`src/rtl/debug_uart_if.sv`:
```
// Debugger-to-reporter bundle: the debug-word triplet and trigger controls in,
// the serial line and frame status out.
interface debug_uart_if;
  logic [31:0] debug_1_i;
  logic [31:0] debug_2_i;
  logic [31:0] debug_3_i;
  logic        trig_i;
  logic        drop_clr_i;
  logic        uart_tx_o;
  logic        busy_o;
  logic        done_o;
  logic        trig_drop_o;

  modport master (
    output debug_1_i, debug_2_i, debug_3_i, trig_i, drop_clr_i,
    input  uart_tx_o, busy_o, done_o, trig_drop_o
  );

  modport slave (
    input  debug_1_i, debug_2_i, debug_3_i, trig_i, drop_clr_i,
    output uart_tx_o, busy_o, done_o, trig_drop_o
  );
endinterface

```
`src/rtl/debug_uart_reporter.sv`:
```
// Snapshots the three debug words on a trigger and sends them as a 14-byte 8N1 frame:
// SYNC, twelve data bytes (MSB byte of debug_1 first), XOR checksum of the data bytes.
module debug_uart_reporter #(
  parameter int         CLKS_PER_BIT = 868,
  parameter logic [7:0] SYNC_BYTE    = 8'hA5
) (
  input  logic         clk,
  input  logic         rst_n,
  debug_uart_if.slave  bus
);

  localparam int             CW        = (CLKS_PER_BIT > 1) ? $clog2(CLKS_PER_BIT) : 1;
  localparam logic [CW-1:0]  LAST_CNT  = CW'(CLKS_PER_BIT - 1);
  localparam logic [3:0]     LAST_BYTE = 4'd13;

  localparam logic [1:0] S_IDLE  = 2'd0;
  localparam logic [1:0] S_START = 2'd1;
  localparam logic [1:0] S_DATA  = 2'd2;
  localparam logic [1:0] S_STOP  = 2'd3;

  logic [1:0]    r_state;
  logic [CW-1:0] r_cnt;
  logic [2:0]    r_bit;
  logic [3:0]    r_byte_idx;
  logic          r_tx;
  logic          r_busy;
  logic          r_done;
  logic          r_drop;

  logic [95:0]   r_snap;
  logic [7:0]    r_shift;
  logic [7:0]    r_chk;

  logic          w_accept;
  logic          w_bit_end;
  logic [3:0]    w_next_idx;
  logic [7:0]    w_next_byte;

  // Data byte idx (1..12) of the snapshot; idx 1 is debug_1[31:24].
  function automatic logic [7:0] snap_byte(input logic [95:0] s, input logic [3:0] idx);
    return 8'(s >> (8 * (12 - int'(idx))));
  endfunction

  assign w_accept    = (r_state == S_IDLE) && bus.trig_i;
  assign w_bit_end   = (r_cnt == LAST_CNT);
  assign w_next_idx  = r_byte_idx + 4'd1;
  assign w_next_byte = snap_byte(r_snap, w_next_idx);

  always_ff @(posedge clk or negedge rst_n) begin
    if (!rst_n) begin
      r_state    <= S_IDLE;
      r_cnt      <= '0;
      r_bit      <= '0;
      r_byte_idx <= '0;
      r_tx       <= 1'b1;
      r_busy     <= 1'b0;
      r_done     <= 1'b0;
      r_drop     <= 1'b0;
    end else begin
      r_done <= 1'b0;
      // A drop in the same cycle as a clear must win.
      if (r_busy && bus.trig_i)
        r_drop <= 1'b1;
      else if (bus.drop_clr_i)
        r_drop <= 1'b0;

      case (r_state)
        S_IDLE: begin
          if (bus.trig_i) begin
            r_state    <= S_START;
            r_cnt      <= '0;
            r_bit      <= '0;
            r_byte_idx <= '0;
            r_tx       <= 1'b0;
            r_busy     <= 1'b1;
          end
        end
        S_START: begin
          if (w_bit_end) begin
            r_cnt   <= '0;
            r_bit   <= '0;
            r_state <= S_DATA;
            r_tx    <= r_shift[0];
          end else begin
            r_cnt <= r_cnt + CW'(1);
          end
        end
        S_DATA: begin
          if (w_bit_end) begin
            r_cnt <= '0;
            if (r_bit == 3'd7) begin
              r_state <= S_STOP;
              r_tx    <= 1'b1;
            end else begin
              r_bit <= r_bit + 3'd1;
              r_tx  <= r_shift[1];
            end
          end else begin
            r_cnt <= r_cnt + CW'(1);
          end
        end
        default: begin
          if (w_bit_end) begin
            r_cnt <= '0;
            if (r_byte_idx == LAST_BYTE) begin
              r_state <= S_IDLE;
              r_busy  <= 1'b0;
              r_done  <= 1'b1;
              r_tx    <= 1'b1;
            end else begin
              r_byte_idx <= w_next_idx;
              r_state    <= S_START;
              r_tx       <= 1'b0;
            end
          end else begin
            r_cnt <= r_cnt + CW'(1);
          end
        end
      endcase
    end
  end

  // Payload path: loaded on acceptance and at each byte boundary, no reset needed.
  always_ff @(posedge clk) begin
    if (w_accept) begin
      r_snap  <= {bus.debug_1_i, bus.debug_2_i, bus.debug_3_i};
      r_shift <= SYNC_BYTE;
      r_chk   <= 8'h00;
    end else if (r_state == S_DATA && w_bit_end && r_bit != 3'd7) begin
      r_shift <= r_shift >> 1;
    end else if (r_state == S_STOP && w_bit_end && r_byte_idx != LAST_BYTE) begin
      if (w_next_idx == LAST_BYTE) begin
        r_shift <= r_chk;
      end else begin
        r_shift <= w_next_byte;
        r_chk   <= r_chk ^ w_next_byte;
      end
    end
  end

  assign bus.uart_tx_o   = r_tx;
  assign bus.busy_o      = r_busy;
  assign bus.done_o      = r_done;
  assign bus.trig_drop_o = r_drop;

endmodule
```
`src/flat_wrapper.sv`:
```
// flat-port wrapper written by rule: the top's interface ports become plain ports
module debug_uart_reporter_flat 
#(
  parameter int         CLKS_PER_BIT = 868,
  parameter logic [7:0] SYNC_BYTE    = 8'hA5
)
  (clk, rst_n, bus_debug_1_i, bus_debug_2_i, bus_debug_3_i, bus_trig_i, bus_drop_clr_i, bus_uart_tx_o, bus_busy_o, bus_done_o, bus_trig_drop_o);
  debug_uart_if bus_i ();
  input  logic clk;
  input  logic rst_n;
  input wire logic [$bits(bus_i.debug_1_i)-1:0] bus_debug_1_i;
  input wire logic [$bits(bus_i.debug_2_i)-1:0] bus_debug_2_i;
  input wire logic [$bits(bus_i.debug_3_i)-1:0] bus_debug_3_i;
  input wire logic [$bits(bus_i.trig_i)-1:0] bus_trig_i;
  input wire logic [$bits(bus_i.drop_clr_i)-1:0] bus_drop_clr_i;
  output wire logic [$bits(bus_i.uart_tx_o)-1:0] bus_uart_tx_o;
  output wire logic [$bits(bus_i.busy_o)-1:0] bus_busy_o;
  output wire logic [$bits(bus_i.done_o)-1:0] bus_done_o;
  output wire logic [$bits(bus_i.trig_drop_o)-1:0] bus_trig_drop_o;
  assign bus_i.debug_1_i = bus_debug_1_i;
  assign bus_i.debug_2_i = bus_debug_2_i;
  assign bus_i.debug_3_i = bus_debug_3_i;
  assign bus_i.trig_i = bus_trig_i;
  assign bus_i.drop_clr_i = bus_drop_clr_i;
  assign bus_uart_tx_o = bus_i.uart_tx_o;
  assign bus_busy_o = bus_i.busy_o;
  assign bus_done_o = bus_i.done_o;
  assign bus_trig_drop_o = bus_i.trig_drop_o;
  debug_uart_reporter #(.CLKS_PER_BIT(CLKS_PER_BIT), .SYNC_BYTE(SYNC_BYTE)) u_core (.clk(clk), .rst_n(rst_n), .bus(bus_i));
endmodule
```
`config.mk`:
```
export PLATFORM = sky130hd
export DESIGN_NAME = debug_uart_reporter_flat
export DESIGN_NICKNAME = d
export VERILOG_FILES = /design/src/rtl/debug_uart_if.sv /design/src/rtl/debug_uart_reporter.sv /design/src/flat_wrapper.sv
export SDC_FILE = /design/constraint.sdc
export NUM_CORES = 1
export LEC_CHECK = 0
export BUFFER_PORTS_ARGS = -buffer_cell sky130_fd_sc_hd__buf_2
export CORE_MARGIN = 4
export CORE_UTILIZATION = 55
export CTS_CLUSTER_SIZE = 40
export DETAILED_ROUTE_END_ITERATION = 7
export PLACE_DENSITY = 0.78
export RECOVER_POWER = 50
export SLEW_MARGIN = 10
export SYNTH_ARGS = -nofsm -noshare
export SYNTH_HDL_FRONTEND = slang
export SYNTH_SLANG_ARGS = --single-unit
```
`constraint.sdc`:
```
create_clock -name clk -period 13.2 [get_ports clk]
set_clock_uncertainty 0.15 [all_clocks]
set_input_delay 0.66 -clock clk [delete_from_list [all_inputs] [get_ports clk]]
set_output_delay 0.66 -clock clk [all_outputs]
set_load 0.02 [all_outputs]
```
==> results of run 1 <==
-- area by class of cell --
| class | count | area, sq um | area share (%) |
|---|---|---|---|
| Tap cell | 136 | 170.2 | 2.378 |
| Clock inverter | 14 | 102.6 | 1.434 |
| Sequential cell | 135 | 3781 | 52.84 |
| Timing Repair Buffer | 106 | 534.3 | 7.466 |
| Multi-Input combinational cell | 266 | 2112 | 29.52 |
| Inverter | 10 | 37.54 | 0.5246 |
| Clock buffer | 18 | 417.9 | 5.840 |
-- power by group --
part                 switching, uW  total [uW]  internal (uW)
Sequential     0.00000000000000259         454            454
Combinational                 6.28        16.5           10.2
Clock                          183         414            231
Total                          189         885            696
-- kinds of logic (layout without fill, tap and decap cells) --
| kind of cell | after synthesis | count (layout) | synth area share (%) |
|---|---|---|---|
| flops | 135 | 135 | 62.68 |
| simple gates | 113 | 113 | 9.565 |
| compound gates | 101 | 101 | 11.37 |
| buf+inv | 33 | 148 | 2.386 |
| mux | 30 | 30 | 10.06 |
| fa+ha+maj | 12 | 12 | 2.490 |
| xor+xnor | 10 | 10 | 1.452 |
-- per-layer routing --
metal  share of wire, %  vias to the layer above  GRT usage, %
li1                   -                     1893             -
met1                 39                     2004         24.77
met2                 50                      219         34.32
met3                8.0                       33         5.989
met4                2.3                        0         10.74
met5                  0                        -             0
-- worst register-to-register path: cells and delay by family (launching register included) --
| kind | cells | cell delay (ns) |
|---|---|---|
| AO/OA/AOI/OAI | 3 | 1.40 |
| adder cells (fa/ha/maj) | 1 | 1.09 |
| buffers and inverters | 1 | 0.20 |
| flip-flops | 1 | 1.03 |
| multiplexers | 1 | 0.36 |
| AND/OR/NAND/NOR | 2 | 0.39 |
-- worst max-delay path by stage --
stage / end / cells after the start
after floorplan: u_core.r_snap[0] / 6
after global placement: u_core.r_shift[4] / 8
after detailed placement: u_core.r_shift[4] / 8
after CTS: u_core.r_shift[4] / 8
after global routing: u_core.r_shift[1] / 8
final: u_core.r_shift[6] / 8
-- flip-flops by register name (all words and copies together) (netlist names) --
signal                  count
u_core.r_snap              96
u_core.r_cnt               10
u_core.r_chk                8
u_core.r_shift              8
u_core.r_byte_idx           4
u_core.r_bit                3
u_core.r_state              2
u_core.bus.busy_o           1
u_core.bus.done_o           1
u_core.bus.trig_drop_o      1
u_core.bus.uart_tx_o        1
-- stage by stage --
stage / area, sq um / hold WS [ns]
CTS: 7164 / 0.1288
detailed placement: 6634 / 0.3358
finish: 7156 / 0.1506
global placement: 6634 / 0.3291
floorplan: 6031 / 0.2144
global route: 7156 / 0.1243
-- cells in the mapped netlist (5+ instances only) --
cell type | number | area [sq um]
clkbuf_1 | 11 | 41.29
and4_1 | 5 | 43.79
o21ai_0 | 23 | 115.1
buf_2 | 10 | 50.05
edfxtp_1 | 96 | 2883
and3_1 | 5 | 31.28
dfxtp_1 | 16 | 320.3
dfrtp_1 | 22 | 550.5
nand2_1 | 33 | 123.9
nor3_1 | 7 | 35.03
xor2_1 | 9 | 78.83
inv_1 | 10 | 37.54
ha_1 | 12 | 150.1
nor2_1 | 21 | 78.83
o31ai_1 | 10 | 75.07
nand3_1 | 18 | 90.09
nand2b_1 | 6 | 37.54
mux4_2 | 24 | 540.5
a211o_1 | 5 | 43.79
a21oi_1 | 27 | 135.1
mux2_2 | 5 | 56.30
-- what timing repair did --
action	CTS	global route
endpoints found under the hold margin	22	0
hold buffers	1	0
buffers inserted	0	0
==> results.py, run 1 <==
metrics = {
    "outcome": {
        "status": "completed",
    },
    "finish": {
        "fin_nets": 648,
        "drive_gt1_share_pct": 30.24,
        "mostFrequentLayoutCell": "buf_2",
        "area_delta_synth_final_pct": 18.65,
        "final_cell_mix": "98 x buf_2, 96 x edfxtp_1, 33 x nand2_1",
        "diodes": 0,
        "fillers": 715,
        "instances_no_fill": 685,
        "final_core_util_pct": 68.09,
    },
    "hold_path": {
        "hold_depth": 1,
        "min_to": "u_core.r_snap[85]",
        "min_from": "bus_debug_1_i[21]",
        "hold_class": "input port to register",
    },
    "cts": {
        "clk_pin_slew_worst_paths_ns": 0.06,
        "cts_tree": "done",
        "cts.sinks": 135,
        "postCtsResizedCells": 0,
        "cts_root_buf": "clkbuf_8",
        "clock_latency_ns": 0.54,
        "cts_max_level": 4,
        "cts_buffer_depth": 2,
        "cts_buffers": 17,
    },
    "setup_path": {
        "crit_family": "compound AO/OA/AOI/OAI gates",
        "cp_cell_sequence": "inv_1, ha_1, a211oi_1, o31ai_2, nand2_1, mux2_2, a21oi_1, nor3_1",
        "crit_type": "register to register",
        "r2r_start": "u_core.r_byte_idx[0]",
        "end_kind": "register",
        "cp_num_buf_inv": 1,
        "arrival_ns": 4.99,
        "cpPeakStageDelay_ns": 1.09,
        "critPathSlowestCell": "ha_1",
        "critPathLaunchType": "register",
        "cp_max_fo": 35,
        "r2r_slack_ns": 8.44,
        "worstRegToRegCells": 8,
        "reg2reg_to": "u_core.r_shift[6]",
        "required_ns": 13.43,
        "crit_path_start": "u_core.r_byte_idx[0]",
    },
    "global_route": {
        "grt.total_usage_pct": 20.75,
        "grt_pass1_vias": 4169,
        "overflow": 0,
        "grt_pass1_wl_um": 20510,
        "antenna_found_initial": 0,
        "grt_max_degree": 94,
    },
    "timing": {
        "worst_slack_ns": 8.437,
        "finalSetupViolCount": 0,
        "fin_crit_ns": 4.763,
        "tightest_slew_ns": 1.314,
        "finalSetupTns_ns": 0,
        "slew-limit-headroom_pct": 12.33,
        "hold_violations": 0,
        "max_freq_mhz": 210.0,
        "fin_crit_sh_pct": 36.08,
        "maxSlewViolCount": 0,
        "rsz0062_at_grt": "false",
    },
    "placement": {
        "numPortBuffers": 103,
        "dp_slack_ns": 8.375,
        "place_inst": 652,
        "gp_congestion": 0.8764,
        "hpwl_um": 8482,
    },
    "drt": {
        "vias": 4149,
        "wl_per_cell_um": 18.67,
        "drt-vias-per-instance": 6.057,
        "drt_wl_total_um": 12790,
        "detail-route-antenna-nets": 0,
        "initialDrtViolationCount": 389,
        "dr.pass1.iters": 5,
        "drc": 0,
    },
    "synth": {
        "ys_ff_latch": 135,
        "syn-num-nets": 546,
        "yosysUniqueCellTypes": 54,
        "async_reset_ff_share_pct": 17.04,
        "synthFlopType": "edfxtp_1",
        "ys_seq_area_share_pct": 62.68,
        "syn_avg_cell_area_sq_um": 13.90,
        "netlist_area_sq_mm": 0.006031,
        "synth_cells": 434,
        "synth_edf_count": 96,
        "yosysWarnings": 0,
    },
    "floorplanning": {
        "core_sq_mm": 0.01051,
        "pin_count": 104,
        "initial_core_util_pct": 57.39,
        "rows": 37,
        "die_y_um": 112.7,
        "die_w_um": 112.7,
        "dieArea_sq_mm": 0.01270,
    },
    "run": {
        "drv_cap": 0,
    },
    "pwr": {
        "power.total_uw": 884.7,
        "p_leak_uw": 0.002713,
        "vdd_drop_max_v": 0.0001097,
        "powerDensity_mw_per_mm2": 123.6,
    },
}
No activity file was read; power rests on OpenSTA's default activity.
==> inputs of run 2 (changes only) <==
- clock period: 13.2 -> 4.5 ns (I/O delays scaled with it)
==> results.py, run 2 (synthesized netlist as in run 1, its figures left out) <==
metrics = {
    "outcome": {
        "status": "completed",
    },
    "floorplanning": {
        "pin_count": 104,
        "dieArea_sq_mm": 0.01270,
        "die_w_um": 112.7,
        "core_sq_mm": 0.01051,
        "die_y_um": 112.7,
        "rows": 37,
        "initial_core_util_pct": 57.39,
    },
    "pwr": {
        "p_int_uw": 2150,
        "vdd_drop_max_v": 0.0003689,
        "power.net_switching_uw": 614.3,
        "swShare_pct": 22.22,
        "p_leak_uw": 0.003079,
        "seq_power_share_pct": 48.2,
        "powerDensity_mw_per_mm2": 338.8,
        "clkPwrFrac_pct": 47.4,
        "comb_power_share_pct": 4.4,
    },
    "cts": {
        "cts_buffer_depth": 2,
        "cts.sinks": 135,
        "cts_tree": "done",
        "cts_root_buf": "clkbuf_8",
        "postCtsResizedCells": 0,
        "clk_pin_slew_worst_paths_ns": 0.08,
        "clock_latency_ns": 0.55,
        "cts_buffers": 17,
        "cts_max_level": 4,
    },
    "finish": {
        "mostFrequentLayoutCell": "dlygate4sd3_1",
        "regArea_sq_mm": 0.003781,
        "final_core_util_pct": 77.65,
        "drive_gt1_share_pct": 21.78,
        "fin_nets": 751,
        "multi_input_area_sq_mm": 0.002113,
        "largest_reg_flops": 96,
        "diodes": 0,
        "final_cell_mix": "100 x dlygate4sd3_1, 96 x edfxtp_1, 69 x buf_2",
        "top_register": "u_core.r_snap",
        "area_delta_synth_final_pct": 35.31,
        "fillers": 554,
        "reg_top3": "u_core.r_snap: 96 flops, u_core.r_cnt: 10 flops",
    },
    "timing": {
        "finalSetupTns_ns": 0,
        "rsz0062_at_grt": "false",
        "maxSlewViolCount": 0,
        "hold_violations": 0,
        "fin_crit_sh_pct": 76.56,
        "max_freq_mhz": 290.3,
        "slew-limit-headroom_pct": 3.562,
        "finalSetupViolCount": 0,
        "fin_crit_ns": 3.445,
        "timing.hold.ws_ns": 0.2303,
        "tightest_slew_ns": 1.447,
    },
    "setup_path": {
        "cp_num_buf_inv": 1,
        "cpPeakStageDelay_ns": 0.87,
        "critPathSlowestCell": "or4_1",
        "cp_max_fo": 20,
        "crit_type": "register to register",
        "arrival_ns": 3.66,
        "critPathLaunchType": "register",
        "required_ns": 4.72,
        "end_kind": "register",
        "cp_cell_sequence": "inv_1, ha_1, a211oi_1, or4_1, nand2_1, mux2_2, a21oi_1, nor3_1",
        "crit_family": "simple AND/OR/NAND/NOR gates",
    },
    "hold_path": {
        "hold_class": "input port to register",
    },
    "drt": {
        "detail-route-antenna-nets": 0,
        "wl_per_cell_um": 22.36,
        "initialDrtViolationCount": 810,
        "drc": 0,
        "drt-vias-per-instance": 6.132,
        "vias": 4832,
        "dr.pass1.iters": 7,
        "drt_wl_total_um": 17620,
    },
    "global_route": {
        "grt_util_met1_pct": 35.38,
        "met3_usage_pct": 8.342,
        "overflow": 0,
        "grt_max_degree": 66,
        "grt_pass1_wl_um": 27600,
        "gr-usage-met2_pct": 46.72,
        "grt_pass1_vias": 5012,
        "grt_busiest_layer": "met2",
        "grt.total_usage_pct": 28.66,
        "antenna_found_initial": 0,
    },
    "placement": {
        "hpwl_um": 8410,
        "numPortBuffers": 103,
        "gp_congestion": 0.8618,
    },
    "run": {
        "drv_cap": 0,
    },
}
-- run 2: layout make-up --
class,count,share of cell area (%)
Clock buffer,18,5.121
Multi-Input combinational cell,266,25.90
Sequential cell,135,46.34
Timing Repair Buffer,209,18.61
Inverter,10,0.4600
Tap cell,136,2.085
Clock inverter,14,1.487
-- run 2: path summary, 6_finish.rpt --
path | start | end | cells after the start | slack [ns]
setup / recovery | u_core.r_byte_idx[0] | u_core.r_shift[1] | 8 | 1.05
hold / removal | bus_debug_3_i[6] | u_core.r_snap[6] | 2 | 0.23
setup reg to reg | u_core.r_byte_idx[0] | u_core.r_shift[1] | 8 | 1.05
hold reg to reg | u_core.r_shift[0] | u_core.r_shift[0] | 1 | 0.35
max in group asynchronous | rst_n | u_core.r_byte_idx[0] | 2 | 3.07
min in group asynchronous | rst_n | u_core.r_byte_idx[0] | 2 | 0.32
-- run 2: repair_timing --
action	in CTS	in global routing
hold buffers	100	0
setup buffers	0	0
hold endpoints to repair	121	0
-- run 2: stage by stage --
stage	instances	total power, uW	setup WS (ns)	area [sq um]
2_1_floorplan	434	1358	1.282	6032
6_report	788	2765	1.055	8160
5_1_grt	788	2840	0.8852	8160
3_5_place_dp	656	1406	1.159	6664
3_3_place_gp	656	1404	1.268	6664
4_1_cts	788	2730	1.149	8204
-- run 2: metal layers --
| layer | share of wire [%] | up-vias |
|---|---|---|
| met1 | 37 | 2295 |
| met3 | 9.7 | 85 |
| met2 | 49 | 354 |
| li1 | - | 2098 |
| met4 | 4.6 | 0 |
| met5 | 0 | - |
-- run 2: power groups by stage --
stage	clock network [uW]	logic (uW)	registers, uW
5_1_grt	1380	130	1330
4_1_cts	1280	114	1330
2_1_floorplan	0	0.257	1360
6_report	1310	123	1330
3_5_place_dp	0	48.1	1360
3_3_place_gp	0	45.9	1360
